### src/rtl/lsu_pkg.sv
// Shared types, Funct3 encodings and lane helpers for the load/store unit.
package lsu_pkg;

  // Funct3 access encodings (011/110/111 fall through to word)
  localparam logic [2:0] F3_B  = 3'b000;
  localparam logic [2:0] F3_H  = 3'b001;
  localparam logic [2:0] F3_W  = 3'b010;
  localparam logic [2:0] F3_BU = 3'b100;
  localparam logic [2:0] F3_HU = 3'b101;

  localparam int unsigned CNT_W = 8;

  // Byte-enable patterns before lane shifting
  localparam logic [3:0] BE_B = 4'b0001;
  localparam logic [3:0] BE_H = 4'b0011;
  localparam logic [3:0] BE_W = 4'b1111;

  typedef enum logic [1:0] {IDLE, REQ, DONE} lsu_state_t;
  typedef enum logic [1:0] {SZ_B, SZ_H, SZ_W} lsu_size_t;

  // Access size from Funct3
  function automatic lsu_size_t f3_size(input logic [2:0] f3);
    case (f3)
      F3_B, F3_BU: return SZ_B;
      F3_H, F3_HU: return SZ_H;
      default:     return SZ_W;
    endcase
  endfunction

  // Zero-extending load variants
  function automatic logic f3_unsigned(input logic [2:0] f3);
    return (f3 == F3_BU) || (f3 == F3_HU);
  endfunction

  function automatic logic is_misaligned(input lsu_size_t sz, input logic [1:0] off);
    case (sz)
      SZ_H:    return off[0];
      SZ_W:    return |off;
      default: return 1'b0;
    endcase
  endfunction

  function automatic logic [3:0] byte_enable(input lsu_size_t sz, input logic [1:0] off);
    case (sz)
      SZ_B:    return 4'(BE_B << off);
      SZ_H:    return 4'(BE_H << {off[1], 1'b0});
      default: return BE_W;
    endcase
  endfunction

  // Replicate the right-aligned byte/half across all lanes
  function automatic logic [31:0] lane_wdata(input lsu_size_t sz, input logic [31:0] d);
    case (sz)
      SZ_B:    return {4{d[7:0]}};
      SZ_H:    return {2{d[15:0]}};
      default: return d;
    endcase
  endfunction

endpackage

### src/rtl/load_extend.sv
// Load lane select plus sign/zero extension (combinational).
//   rdata_i    : raw 32-bit memory word
//   offset_i   : byte offset within the word
//   size_i     : access size
//   unsigned_i : 1 = zero-extend, 0 = sign-extend
//   data_o     : extended result
module load_extend
  import lsu_pkg::*;
(
  input  logic [31:0] rdata_i,
  input  logic [1:0]  offset_i,
  input  lsu_size_t   size_i,
  input  logic        unsigned_i,
  output logic [31:0] data_o
);

  logic [31:0] lane_c;

  // Aligned halves/words always have zero low offset bits, so a byte shift covers all sizes
  assign lane_c = rdata_i >> {offset_i, 3'b000};

  always_comb begin
    data_o = lane_c;
    case (size_i)
      SZ_B: data_o = unsigned_i ? {24'b0, lane_c[7:0]}
                                : {{24{lane_c[7]}}, lane_c[7:0]};
      SZ_H: data_o = unsigned_i ? {16'b0, lane_c[15:0]}
                                : {{16{lane_c[15]}}, lane_c[15:0]};
      default: data_o = lane_c;
    endcase
  end

endmodule

### src/rtl/load_store_unit.sv
// Memory-access stage: issues byte/half/word loads and stores over a req/ack
// data-memory port, stalls the pipeline while busy, flags misaligned accesses
// and ack timeouts.
//   clk, reset            : clock, async active-low reset
//   ex_valid, MemRead,
//   MemWrite, Funct3,
//   ALUResult, StoreData  : access request from EX
//   lsu_busy              : combinational stall request
//   lsu_done, ReadData,
//   misaligned, bus_error : one-cycle completion with status/result
//   dmem_*                : data-memory request port
module load_store_unit
  import lsu_pkg::*;
#(
  parameter int unsigned DATA_WIDTH  = 32,
  parameter int unsigned ADDR_WIDTH  = 9,
  parameter int unsigned TIMEOUT_CYC = 255
) (
  input  logic                  clk,
  input  logic                  reset,
  input  logic                  ex_valid,
  input  logic                  MemRead,
  input  logic                  MemWrite,
  input  logic [2:0]            Funct3,
  input  logic [DATA_WIDTH-1:0] ALUResult,
  input  logic [DATA_WIDTH-1:0] StoreData,
  output logic                  lsu_busy,
  output logic                  lsu_done,
  output logic [DATA_WIDTH-1:0] ReadData,
  output logic                  misaligned,
  output logic                  bus_error,
  output logic                  dmem_req,
  output logic                  dmem_we,
  output logic [ADDR_WIDTH-1:0] dmem_addr,
  output logic [3:0]            dmem_be,
  output logic [DATA_WIDTH-1:0] dmem_wdata,
  input  logic [DATA_WIDTH-1:0] dmem_rdata,
  input  logic                  dmem_ack
);

  localparam logic [CNT_W-1:0] TIMEOUT_LAST = CNT_W'(TIMEOUT_CYC - 1);

  lsu_state_t            state_q, state_d;
  logic [CNT_W-1:0]      cnt_q, cnt_d;
  logic [ADDR_WIDTH-1:0] addr_q, addr_d;
  lsu_size_t             size_q, size_d;
  logic                  uns_q, uns_d;
  logic                  we_q, we_d;
  logic [3:0]            be_q, be_d;
  logic [DATA_WIDTH-1:0] wdata_q, wdata_d;
  logic                  req_q, req_d;
  logic                  done_q, done_d;
  logic                  mis_q, mis_d;
  logic                  berr_q, berr_d;
  logic [DATA_WIDTH-1:0] rdata_q, rdata_d;

  logic                  accept_c;
  lsu_size_t             acc_size_c;
  logic [DATA_WIDTH-1:0] ext_data_c;
  logic                  unused_addr_hi;

  assign unused_addr_hi = ^ALUResult[DATA_WIDTH-1:ADDR_WIDTH];

  assign accept_c   = (state_q == IDLE) && ex_valid && (MemRead || MemWrite);
  assign acc_size_c = f3_size(Funct3);

  load_extend u_load_extend (
    .rdata_i    (dmem_rdata),
    .offset_i   (addr_q[1:0]),
    .size_i     (size_q),
    .unsigned_i (uns_q),
    .data_o     (ext_data_c)
  );

  // State and access registers
  always_ff @(posedge clk or negedge reset) begin
    if (!reset) begin
      state_q <= IDLE;
      cnt_q   <= '0;
      addr_q  <= '0;
      size_q  <= SZ_B;
      uns_q   <= 1'b0;
      we_q    <= 1'b0;
      be_q    <= '0;
      wdata_q <= '0;
      req_q   <= 1'b0;
      done_q  <= 1'b0;
      mis_q   <= 1'b0;
      berr_q  <= 1'b0;
      rdata_q <= '0;
    end else begin
      state_q <= state_d;
      cnt_q   <= cnt_d;
      addr_q  <= addr_d;
      size_q  <= size_d;
      uns_q   <= uns_d;
      we_q    <= we_d;
      be_q    <= be_d;
      wdata_q <= wdata_d;
      req_q   <= req_d;
      done_q  <= done_d;
      mis_q   <= mis_d;
      berr_q  <= berr_d;
      rdata_q <= rdata_d;
    end
  end

  // Next-state and registered-output logic
  always_comb begin
    state_d = state_q;
    cnt_d   = cnt_q;
    addr_d  = addr_q;
    size_d  = size_q;
    uns_d   = uns_q;
    we_d    = we_q;
    be_d    = be_q;
    wdata_d = wdata_q;
    req_d   = req_q;
    done_d  = 1'b0;
    mis_d   = 1'b0;
    berr_d  = 1'b0;
    rdata_d = rdata_q;

    case (state_q)
      IDLE: begin
        if (accept_c) begin
          addr_d = ALUResult[ADDR_WIDTH-1:0];
          size_d = acc_size_c;
          uns_d  = f3_unsigned(Funct3);
          we_d   = MemWrite;
          cnt_d  = '0;
          if (is_misaligned(acc_size_c, ALUResult[1:0])) begin
            state_d = DONE;
            done_d  = 1'b1;
            mis_d   = 1'b1;
          end else begin
            state_d = REQ;
            req_d   = 1'b1;
            be_d    = byte_enable(acc_size_c, ALUResult[1:0]);
            wdata_d = lane_wdata(acc_size_c, StoreData);
          end
        end
      end
      REQ: begin
        // Ack takes priority over a timeout in the same cycle
        if (dmem_ack) begin
          state_d = DONE;
          req_d   = 1'b0;
          done_d  = 1'b1;
          cnt_d   = '0;
          if (!we_q) rdata_d = ext_data_c;
        end else if (cnt_q == TIMEOUT_LAST) begin
          state_d = DONE;
          req_d   = 1'b0;
          done_d  = 1'b1;
          berr_d  = 1'b1;
          cnt_d   = '0;
        end else begin
          cnt_d = CNT_W'(cnt_q + 1'b1);
        end
      end
      DONE:    state_d = IDLE;
      default: state_d = IDLE;
    endcase
  end

  assign lsu_busy   = accept_c || (state_q == REQ);
  assign lsu_done   = done_q;
  assign ReadData   = rdata_q;
  assign misaligned = mis_q;
  assign bus_error  = berr_q;
  assign dmem_req   = req_q;
  assign dmem_we    = we_q;
  assign dmem_addr  = {addr_q[ADDR_WIDTH-1:2], 2'b00};
  assign dmem_be    = be_q;
  assign dmem_wdata = wdata_q;

endmodule

### config.mk
export PLATFORM = sky130hd
export DESIGN_NAME = load_store_unit
export DESIGN_NICKNAME = d
export VERILOG_FILES = /design/src/rtl/lsu_pkg.sv /design/src/rtl/load_extend.sv /design/src/rtl/load_store_unit.sv
export SDC_FILE = /design/constraint.sdc
export NUM_CORES = 1
export LEC_CHECK = 0
export CAP_MARGIN = 25
export CORE_MARGIN = 5
export CORE_UTILIZATION = 48
export CTS_CLUSTER_SIZE = 20
export DETAILED_ROUTE_END_ITERATION = 16
export GPL_ROUTABILITY_DRIVEN = 0
export HOLD_SLACK_MARGIN = 0.12
export PLACE_DENSITY = 0.86
export SYNTH_ARGS = -nofsm -noshare
export SYNTH_HDL_FRONTEND = slang
export SYNTH_HIERARCHICAL = 1
export SYNTH_SLANG_ARGS = --single-unit
### constraint.sdc
create_clock -name clk -period 5.7 [get_ports clk]
set_clock_uncertainty 0.15 [all_clocks]
set_input_delay 1.14 -clock clk [delete_from_list [all_inputs] [get_ports clk]]
set_output_delay 1.14 -clock clk [all_outputs]
set_load 0.005 [all_outputs]
==> out/summary.log, run 1 <==
INFO  cts            post_cts.repair.setup_buffers=0
INFO  status         run_status=finished clean
INFO  global_routing first_global_vias=4439
INFO  drt            vias_per_cell=5.50
INFO  placed_design  placedInstanceArea=0.00655mm^2
INFO  finish         diodes=0
INFO  finish         postLayoutCellArea=0.00672mm^2
INFO  yosys          postSynthCellCount=472
INFO  drt            drc=0
INFO  yosys          ys_seq_elements=95
INFO  setup_path     endpoint_kind=output pin
INFO  setup_path     criticalPathCategory=in -> out
INFO  yosys          largest_area_contributor_in_the_synthesized_netlist=dfrtp_1
INFO  drt            num_vias=4152
INFO  die            die-area=0.0124mm^2
INFO  finish         post_route_cells_drive_above_1_share=12.8%
INFO  setup_path     timing.critical_path.required=4.41ns
INFO  yosys          synth_seq_area_share=48.1%
INFO  yosys          synth_ff_type=dfrtp_1
INFO  die            die_y=111um
INFO  yosys          synth.avg_cell_area=10.5um^2
INFO  yosys          synth_enable_flop_cells=0
INFO  sta            layout_min_cycle_time=3.96ns
INFO  global_routing first_pass_grt_wire_length=22000um
INFO  worst_hold_path timing.hold.worst.class=reg -> reg
INFO  cts            tritoncts=yes
INFO  setup_path     cp.arrival=2.67ns
INFO  sta            grt_setup_unrepaired=false
INFO  setup_path     critical_path.startpoint=MemWrite
INFO  worst_hold_path hold_path.startpoint=dmem_wdata[15]
INFO  die            row_count=37
INFO  pwr            irDropWorstVdd=0.211mV
INFO  yosys          most_instantiated_library_cell_after_synthesis=dfrtp_1
INFO  cts            post_cts_resize_count=0
INFO  cts            clock_transition_at_the_registers_of_the_reported_paths=0.09ns
INFO  drt            routed_wl=13400um
INFO  pwr            power_density=390mW/mm^2
INFO  drt            first_pass_iters=4
INFO  job            timing.max_cap.violations=0
INFO  placed_design  portBuffers=162
INFO  global_routing initial_antenna_violation_count=0
INFO  setup_path     cp_max_fo=5
INFO  yosys          post_synth_most_frequent_cells=dfrtp_1 (95), nand2_1 (66), mux2i_1 (40)
INFO  sta            setup_viol_count_final=0
INFO  setup_path     regToRegStartpoint=addr_q[1]
INFO  finish         design.final.nets=723
INFO  global_routing global_route.overflow_total=0
INFO  setup_path     setup.worst_path.start_class=input port
INFO  worst_hold_path hold-path-cell-count=2
INFO  yosys          synthesis.yosys.warnings=6
INFO  drt            detail_route.iter0.violations=228
INFO  cts            root_buffer=clkbuf_8
INFO  placed_design  hpwlAfterDp=10200um
INFO  cts            clock_tree.htree_level_count=3
INFO  cts            cts.path.max_buffers=2
INFO  global_routing total_routing_usage_reported_by_global_routing=21.8%
INFO  die            ios=188
INFO  drt            wl_per_cell=17.7um
INFO  pwr            total_leakage_power=2.89nW
INFO  yosys          synth_async_sr_flop_share=100%
INFO  sta            post-route-period-util=69.4%
INFO  sta            max_slew_margin=32.1%
INFO  drt            antenna_left=0
INFO  setup_path     worst_r2r_path_depth=4
INFO  die            die_boundary_width=111um
INFO  die            design.core.area=0.0102mm^2
INFO  sta            worstMarginPinSlew=1.02ns
INFO  yosys          synth_area=0.00494mm^2
INFO  cts            postCtsHoldBufs=0
INFO  cts            cts-buffers-inserted=9
INFO  yosys          top_area_cell_type_share_of_the_netlist_area=48.1%
INFO  sta            setup-tns-final=0ns
INFO  global_routing maximum_number_of_pins_on_one_net_before_global_route_repair=57
INFO  cts            clk_latency=0.36ns
INFO  die            initial_utilization=48.5%
INFO  yosys          yosys-top-cells-area=dfrtp_1 (48%), mux2_2 (8.4%), mux2i_1 (8.1%)
INFO  finish         filler_cell_count=803
INFO  cts            numClockSinks=95
INFO  sta            hold_viol_final=0
INFO  finish         area.growth.synth_to_final=36.0%
INFO  yosys          synth_cell_types=50
INFO  sta            report.final.slew_viol_count=0
INFO  sta            max_clock_freq=0.253GHz
INFO  sta            finalHoldWorstSlack=0.335ns
[path summary, 6_finish.rpt]
check                                  to  slack, ns
max reg2reg                  ReadData[20]       3.17
max in group asynchronous    ReadData[23]       3.70
min                        dmem_wdata[15]       0.33
max                              lsu_busy       1.74
min reg2reg                dmem_wdata[15]       0.33
min in group asynchronous   dmem_wdata[4]       0.60
[layer usage]
| metal | vias to the layer above | part of all wire [%] | track usage, % |
|---|---|---|---|
| li1 | 1936 | - | - |
| met1 | 1992 | 39 | 24.7 |
| met2 | 189 | 48 | 37.0 |
| met3 | 35 | 9.9 | 9.24 |
| met4 | 0 | 2.7 | 7.79 |
| met5 | - | 0 | 0 |
[stage by stage]
stage,power (W),setup slack [ns],utilization [%],cells
5_1_grt,0.00280,1.65,66.0,755
3_5_place_dp,0.00224,1.61,64.3,741
6_report,0.00262,1.74,66.0,755
4_1_cts,0.00265,1.74,66.0,755
3_3_place_gp,0.00219,1.68,64.3,741
2_1_floorplan,0.00161,2.80,-,473
[cell usage in the layout, fill, tap and decap left out, types with 9 or more instances in the layout]
| master | count |
|---|---|
| clkdlybuf4s50_1 | 161 |
| dfrtp_1 | 95 |
| nand2_1 | 66 |
| mux2i_1 | 40 |
| mux2_2 | 37 |
| a21oi_1 | 36 |
| o21ai_0 | 33 |
| nor2_1 | 20 |
| clkbuf_8 | 11 |
| or2_2 | 10 |
| nor2b_1 | 10 |
| buf_4 | 9 |
[worst max-delay path: stages]
cell and delay, ns:
clkdlybuf4s50_1 0.46, o21ai_1 0.29, a21o_1 0.26, inv_1 0.07, clkdlybuf4s50_1 0.44
[logic make-up (layout without fill, tap and decap cells)]
logic type	after synthesis	in the layout	share of synthesized area, %
flops	95	95	48.1
simple gates	125	125	11.9
buf+inv	46	192	5.57
fa+ha+maj	2	2	0.506
xor+xnor	5	5	0.886
other cells	1	2	0.0759
compound gates	115	115	14.9
mux	83	83	18.0
[sequential cells by signal, indices dropped and copies added, names as in the netlist]
signal      count
dmem_wdata     32
dmem_we         1
state_q         2
bus_error       1
dmem_req        1
misaligned      1
uns_q           1
dmem_be         4
cnt_q           8
size_q          2
addr_q          9
ReadData       32
lsu_done        1
[where the power goes]
part / switching, W / leakage (nW) / total, W / internal, W
registers: 0.000167 / 1.18 / 0.00107 / 0.000906
clock network: 0.000224 / 0.0833 / 0.000401 / 0.000177
logic: 0.000454 / 1.63 / 0.00115 / 0.000695
[final cells by class]
| class | count | area [um^2] | area share [%] |
|---|---|---|---|
| multi-input combinational | 332 | 2290 | 34.1 |
| clock inverter | 3 | 20.0 | 0.298 |
| timing repair buffer | 170 | 1680 | 25.0 |
| sequential | 95 | 2380 | 35.4 |
| clock buffer | 11 | 151 | 2.25 |
| tap | 136 | 170 | 2.53 |
| inverter | 8 | 30.0 | 0.447 |
Power figures use the tool's default switching activity.
==> run 2: changes to the inputs <==
CORE_UTILIZATION = 45   (was 48)
PLACE_DENSITY = 0.82   (was 0.86)
clock period = 3.9 ns   (was 5.7 ns; I/O delays follow)
==> out/summary.log, run 2 (synthesis gave the netlist of run 1 again) <==
INFO  status         run_status=finished clean [unchanged]
INFO  drt            num_vias=4099 [was 4152]
INFO  cts            postCtsHoldBufs=0 [unchanged]
INFO  cts            clk_latency=0.36ns [about the same]
INFO  global_routing global_route.overflow_total=0 [unchanged]
INFO  finish         design.final.nets=724 [was 723]
INFO  worst_hold_path timing.hold.worst.class=reg -> reg [unchanged]
INFO  pwr            total_leakage_power=2.90nW [was 2.89 nW]
INFO  die            ios=188 [unchanged]
INFO  sta            grt_setup_unrepaired=false [unchanged]
INFO  drt            wl_per_cell=17.2um [was 17.7 um]
INFO  global_routing first_pass_grt_wire_length=21300um [was 22000 um]
INFO  setup_path     worst_r2r_path_depth=4 [unchanged]
INFO  global_routing peak_usage_layer_in_the_global_routing_report=met2 [unchanged]
INFO  setup_path     setup.worst_path.start_class=input port [unchanged]
INFO  sta            max_slew_margin=29.8% [was 32.1%]
INFO  sta            setup_viol_count_final=0 [unchanged]
INFO  placed_design  portBuffers=162 [unchanged]
INFO  finish         post_route_cells_drive_above_1_share=12.6% [was 12.8%]
INFO  pwr            cellInternalPower=0.00263W [was 0.00178 W]
INFO  drt            first_pass_iters=4 [unchanged]
INFO  placed_design  placedInstanceArea=0.00656mm^2 [was 0.00655 mm^2]
INFO  cts            tritoncts=yes [unchanged]
INFO  global_routing maximum_number_of_pins_on_one_net_before_global_route_repair=61 [was 57]
INFO  die            die-area=0.0132mm^2 [was 0.0124 mm^2]
INFO  finish         area_taken_by_multi_input_logic_gates=0.00229mm^2 [unchanged]
INFO  setup_path     timing.critical_path.required=2.97ns [was 4.41 ns]
INFO  pwr            seqPwrFrac=40.2% [was 40.9%]
INFO  cts            cts.path.max_buffers=2 [unchanged]
INFO  job            timing.max_cap.violations=0 [unchanged]
INFO  cts            post_cts_resize_count=0 [unchanged]
INFO  cts            cts-buffers-inserted=9 [unchanged]
INFO  worst_hold_path hold-path-endpoint=dmem_wdata[22] [was dmem_wdata[15]]
INFO  sta            worstMarginPinSlew=1.05ns [was 1.02 ns]
INFO  global_routing initial_antenna_violation_count=0 [unchanged]
INFO  global_routing use_met3=7.74% [was 9.24%]
INFO  finish         area.growth.synth_to_final=36.4% [was 36.0%]
INFO  sta            report.final.slew_viol_count=0 [unchanged]
INFO  setup_path     endpoint_kind=output pin [unchanged]
INFO  drt            routed_wl=13100um [was 13400 um]
INFO  die            initial_utilization=45.8% [was 48.5%]
INFO  setup_path     reg2reg_setup_slack=1.31ns [was 3.17 ns]
INFO  worst_hold_path hold_path.startpoint=dmem_wdata[22] [was dmem_wdata[15]]
INFO  sta            max_clock_freq=0.303GHz
INFO  pwr            p_sw=0.00123W [was 0.000845 W]
INFO  drt            vias_per_cell=5.39 [was 5.50]
INFO  cts            clock_transition_at_the_registers_of_the_reported_paths=0.08ns [was 0.09 ns]
INFO  pwr            pwr-share-clk=16.1% [was 15.3%]
INFO  sta            hold_viol_final=0 [unchanged]
INFO  die            row_count=38 [was 37]
INFO  sta            setup-tns-final=0ns [unchanged]
INFO  setup_path     regToRegStartpoint=addr_q[1] [unchanged]
INFO  cts            clock_tree.htree_level_count=3 [unchanged]
INFO  pwr            combinationalPowerShare=43.7% [was 43.8%]
INFO  finish         most-common-layout-cells=clkdlybuf4s50_1 (161), dfrtp_1 (95), nand2_1 (66) [unchanged]
INFO  cts            numClockSinks=95 [unchanged]
INFO  global_routing grt.met2_usage=33.1% [was 37.0%]
INFO  finish         diodes=0 [unchanged]
INFO  global_routing first_global_vias=4248 [was 4439]
INFO  drt            detail_route.iter0.violations=316 [was 228]
INFO  placed_design  hpwlAfterDp=9790um [was 10200 um]
INFO  pwr            power_density=573mW/mm^2 [was 390 mW/mm^2]
INFO  setup_path     r2r-end=ReadData[12] [was ReadData[20]]
INFO  die            design.core.area=0.0108mm^2 [was 0.0102 mm^2]
INFO  pwr            power.switching_fraction=31.8% [was 32.2%]
INFO  setup_path     criticalPathCategory=in -> out [unchanged]
INFO  finish         postLayoutCellArea=0.00674mm^2 [was 0.00672 mm^2]
INFO  finish         layout_commonest_cell=clkdlybuf4s50_1 [unchanged]
INFO  die            die_boundary_width=115um [was 111 um]
INFO  die            die_y=115um [was 111 um]
INFO  cts            post_cts.repair.setup_buffers=0 [unchanged]
INFO  cts            root_buffer=clkbuf_8 [unchanged]
INFO  setup_path     cp.arrival=2.37ns [was 2.67 ns]
INFO  sta            post-route-period-util=84.5%
INFO  worst_hold_path hold-path-cell-count=2 [unchanged]
INFO  finish         ff_latch_area=0.00238mm^2 [unchanged]
INFO  finish         non_filler_instance_count_after_layout=761 [was 755]
INFO  global_routing use_met1=25.4% [was 24.7%]
INFO  drt            antenna_left=0 [unchanged]
INFO  setup_path     cp_max_fo=5 [unchanged]
INFO  placed_design  placed_cells=746 [was 741]
INFO  pwr            irDropWorstVdd=0.302mV [was 0.211 mV]
INFO  global_routing total_routing_usage_reported_by_global_routing=20.5% [was 21.8%]
INFO  drt            drc=0 [unchanged]
INFO  finish         filler_cell_count=876 [was 803]
INFO  sta            layout_min_cycle_time=3.30ns
## run 2: layer usage
| layer | up-vias | routed length, um | part of all wire [%] |
|---|---|---|---|
| met1 | 1956 | 5200 | 40 |
| met4 | 0 | 277 | 2.1 |
| met5 | - | 0 | 0 |
| li1 | 1941 | - | - |
| met3 | 24 | 1370 | 11 |
| met2 | 178 | 6230 | 48 |
## run 2: area by class of cell
class | count | area share, %
Clock inverter | 3 | 0.668
Multi-Input combinational cell | 332 | 34.0
Sequential cell | 95 | 35.3
Timing Repair Buffer | 171 | 25.0
Clock buffer | 12 | 2.00
Inverter | 8 | 0.445
Tap cell | 140 | 2.60
## run 2: worst max-delay path, cell delays in order
cell and delay, ns:
clkdlybuf4s50_1 0.46, o21ai_1 0.35, a21o_1 0.25, inv_1 0.07, clkdlybuf4s50_1 0.45
## run 2: power by group through the flow
stage,Clock [W],Combinational [W],Sequential [W]
after floorplan,0,0.000812,0.00154
after global placement,0,0.00166,0.00156
after detailed placement,0,0.00170,0.00158
after CTS,0.000646,0.00171,0.00156
after global routing,0.000695,0.00184,0.00161
final,0.000622,0.00169,0.00155
## run 2: how the worst max path moves through the flow
| stage | from | endpoint | slack (ns) | cells past startpoint |
|---|---|---|---|---|
| finish | MemWrite | lsu_busy | 0.60 | 5 |
| global route | MemWrite | lsu_busy | 0.54 | 5 |
| detailed placement | MemWrite | lsu_busy | 0.61 | 5 |
| CTS | MemWrite | lsu_busy | 0.61 | 5 |
| floorplan | MemWrite | lsu_busy | 1.72 | 3 |
| global placement | MemWrite | lsu_busy | 0.68 | 5 |
## run 2: per-stage QoR
step	total power [W]	utilization [%]	hold slack (ns)	worst slack, ns
CTS	0.00391	62.5	0.336	0.612
finish	0.00386	62.5	0.329	0.603
global route	0.00414	62.5	0.363	0.542
detailed placement	0.00327	60.8	0.319	0.615
global placement	0.00322	60.8	0.310	0.677
floorplan	0.00235	-	0.297	1.72
==> run 3: changes to the inputs <==
clock period = 3.28 ns   (was 3.9 ns; I/O delays follow)
==> out/summary.log, run 3 (synthesis gave the netlist of run 1 again) <==
INFO  finish         diodes=0 [unchanged]
INFO  drt            antenna_left=0 [unchanged]
INFO  pwr            cellInternalPower=0.00320W [was 0.00263 W]
INFO  sta            layout_min_cycle_time=3.03ns
INFO  cts            numClockSinks=95 [unchanged]
INFO  global_routing global_route.overflow_total=0 [unchanged]
INFO  pwr            pwr-share-clk=17.3% [was 16.1%]
INFO  cts            clock_tree.htree_level_count=3 [unchanged]
INFO  drt            drc=0 [unchanged]
INFO  cts            postCtsHoldBufs=1 [was 0]
INFO  finish         post-route-util=63.1% [was 62.5%]
INFO  pwr            total_leakage_power=2.94nW [was 2.90 nW]
INFO  die            die_y=115um [unchanged]
INFO  drt            first_pass_iters=4 [unchanged]
INFO  cts            clk_latency=0.36ns [about the same]
INFO  setup_path     cp_max_fo=5 [unchanged]
INFO  finish         design.final.nets=725 [was 724]
INFO  cts            root_buffer=clkbuf_8 [unchanged]
INFO  global_routing first_pass_grt_wire_length=21000um [was 21300 um]
INFO  cts            clock_transition_at_the_registers_of_the_reported_paths=0.09ns [was 0.08 ns]
INFO  sta            max_clock_freq=0.330GHz
INFO  die            design.core.area=0.0108mm^2 [unchanged]
INFO  pwr            combinationalPowerShare=43.7% [about the same]
INFO  setup_path     criticalPathCategory=in -> out [unchanged]
INFO  setup_path     cp.arrival=2.22ns [was 2.37 ns]
INFO  status         run_status=finished clean [unchanged]
INFO  finish         most-common-layout-cells=clkdlybuf4s50_1 (161), dfrtp_1 (95), nand2_1 (66) [unchanged]
INFO  die            initial_utilization=45.8% [unchanged]
INFO  pwr            irDropWorstVdd=0.372mV [was 0.302 mV]
INFO  placed_design  portBuffers=162 [unchanged]
INFO  drt            routed_wl=13100um [about the same]
INFO  cts            cts-buffers-inserted=9 [unchanged]
INFO  sta            post-route-period-util=92.3%
INFO  finish         area.growth.synth_to_final=37.7% [was 36.4%]
INFO  sta            setup_viol_count_final=0 [unchanged]
INFO  pwr            seqPwrFrac=39.0% [was 40.2%]
INFO  drt            vias_per_cell=5.37 [was 5.39]
INFO  drt            detail_route.iter0.violations=286 [was 316]
INFO  sta            worstMarginPinSlew=0.512ns [was 1.05 ns]
INFO  sta            setup-tns-final=0ns [unchanged]
INFO  placed_design  hpwlAfterDp=9830um [was 9790 um]
INFO  cts            post_cts_resize_count=0 [unchanged]
INFO  setup_path     timing.critical_path.required=2.47ns [was 2.97 ns]
INFO  die            die_boundary_width=115um [unchanged]
INFO  cts            post_cts.repair.setup_buffers=0 [unchanged]
INFO  cts            tritoncts=yes [unchanged]
INFO  cts            cts.path.max_buffers=2 [unchanged]
INFO  job            timing.max_cap.violations=0 [unchanged]
INFO  pwr            p_sw=0.00147W [was 0.00123 W]
INFO  pwr            power.switching_fraction=31.5% [was 31.8%]
INFO  die            die-area=0.0132mm^2 [unchanged]
INFO  die            row_count=38 [unchanged]
INFO  global_routing maximum_number_of_pins_on_one_net_before_global_route_repair=59 [was 61]
INFO  global_routing initial_antenna_violation_count=0 [unchanged]
INFO  global_routing total_routing_usage_reported_by_global_routing=20.2% [was 20.5%]
INFO  sta            report.final.slew_viol_count=0 [unchanged]
INFO  finish         layout_commonest_cell=clkdlybuf4s50_1 [unchanged]
INFO  drt            num_vias=4094 [was 4099]
INFO  sta            max_slew_margin=65.8% [was 29.8%]
INFO  die            ios=188 [unchanged]
INFO  sta            hold_viol_final=0 [unchanged]
INFO  worst_hold_path timing.hold.worst.class=reg -> reg [unchanged]
INFO  sta            grt_setup_unrepaired=false [unchanged]
INFO  setup_path     endpoint_kind=output pin [unchanged]
INFO  pwr            power_density=687mW/mm^2 [was 573 mW/mm^2]
INFO  global_routing first_global_vias=4202 [was 4248]
INFO  finish         post_route_cells_drive_above_1_share=12.9% [was 12.6%]
INFO  drt            wl_per_cell=17.2um [about the same]
INFO  setup_path     setup.worst_path.start_class=input port [unchanged]
## run 3: changes by cell type in the layout (fill, tap and decap cells not counted), sizes merged
cell         previous run  this run
clkinvlp                2         0
clkinv                  0         1
clkbuf                 12        13
dlygate4sd3             0         1
## run 3: per-layer routing
layer	global-route usage (%)	share of wire, %	vias up
li1	-	-	1945
met1	24.4	41	1982
met2	33.8	48	149
met3	7.58	10	18
met4	6.18	1.6	0
met5	0	0	-
## run 3: cell type report
type,count,area (um^2)
multi-input combinational,332,2290
sequential,95,2380
tap,140,175
clock inverter,2,38.8
clock buffer,13,169
fill,873,3990
timing repair buffer,172,1720
inverter,8,30.0
## run 3: power groups by stage
stage               combinational [W]  clock [W]  sequential, W
global route                  0.00222   0.000877        0.00188
detailed placement            0.00205          0        0.00185
global placement              0.00200          0        0.00183
finish                        0.00204   0.000807        0.00183
CTS                           0.00206   0.000829        0.00183
floorplan                    0.000966          0        0.00183
## run 3: path summary, 6_finish.rpt
check                                from             end  slack, ns  depth (start not counted)
hold reg to reg            dmem_wdata[23]  dmem_wdata[23]       0.33                          2
hold / removal             dmem_wdata[23]  dmem_wdata[23]       0.33                          2
max in group asynchronous           reset    ReadData[11]       1.61                          3
min in group asynchronous           reset       addr_q[7]       0.67                          2
setup / recovery                 MemWrite        lsu_busy       0.25                          5
setup reg to reg                addr_q[1]    ReadData[13]       1.02                          5
## run 3: through the flow
stage	area, um^2	power [W]	worst slack, ns	std cells	hold WS, ns
final	6810	0.00467	0.252	762	0.334
after floorplan	4950	0.00280	1.32	473	0.210
after global placement	6590	0.00383	0.316	746	0.310
after global routing	6810	0.00498	0.139	762	0.351
after CTS	6810	0.00472	0.257	762	0.341
after detailed placement	6590	0.00390	0.267	746	0.316
## run 3: critical path, cell delays in order
cell and delay, ns:
clkdlybuf4s50_1 0.45, o21ai_1 0.35, a21o_1 0.25, inv_1 0.08, clkdlybuf4s50_1 0.44
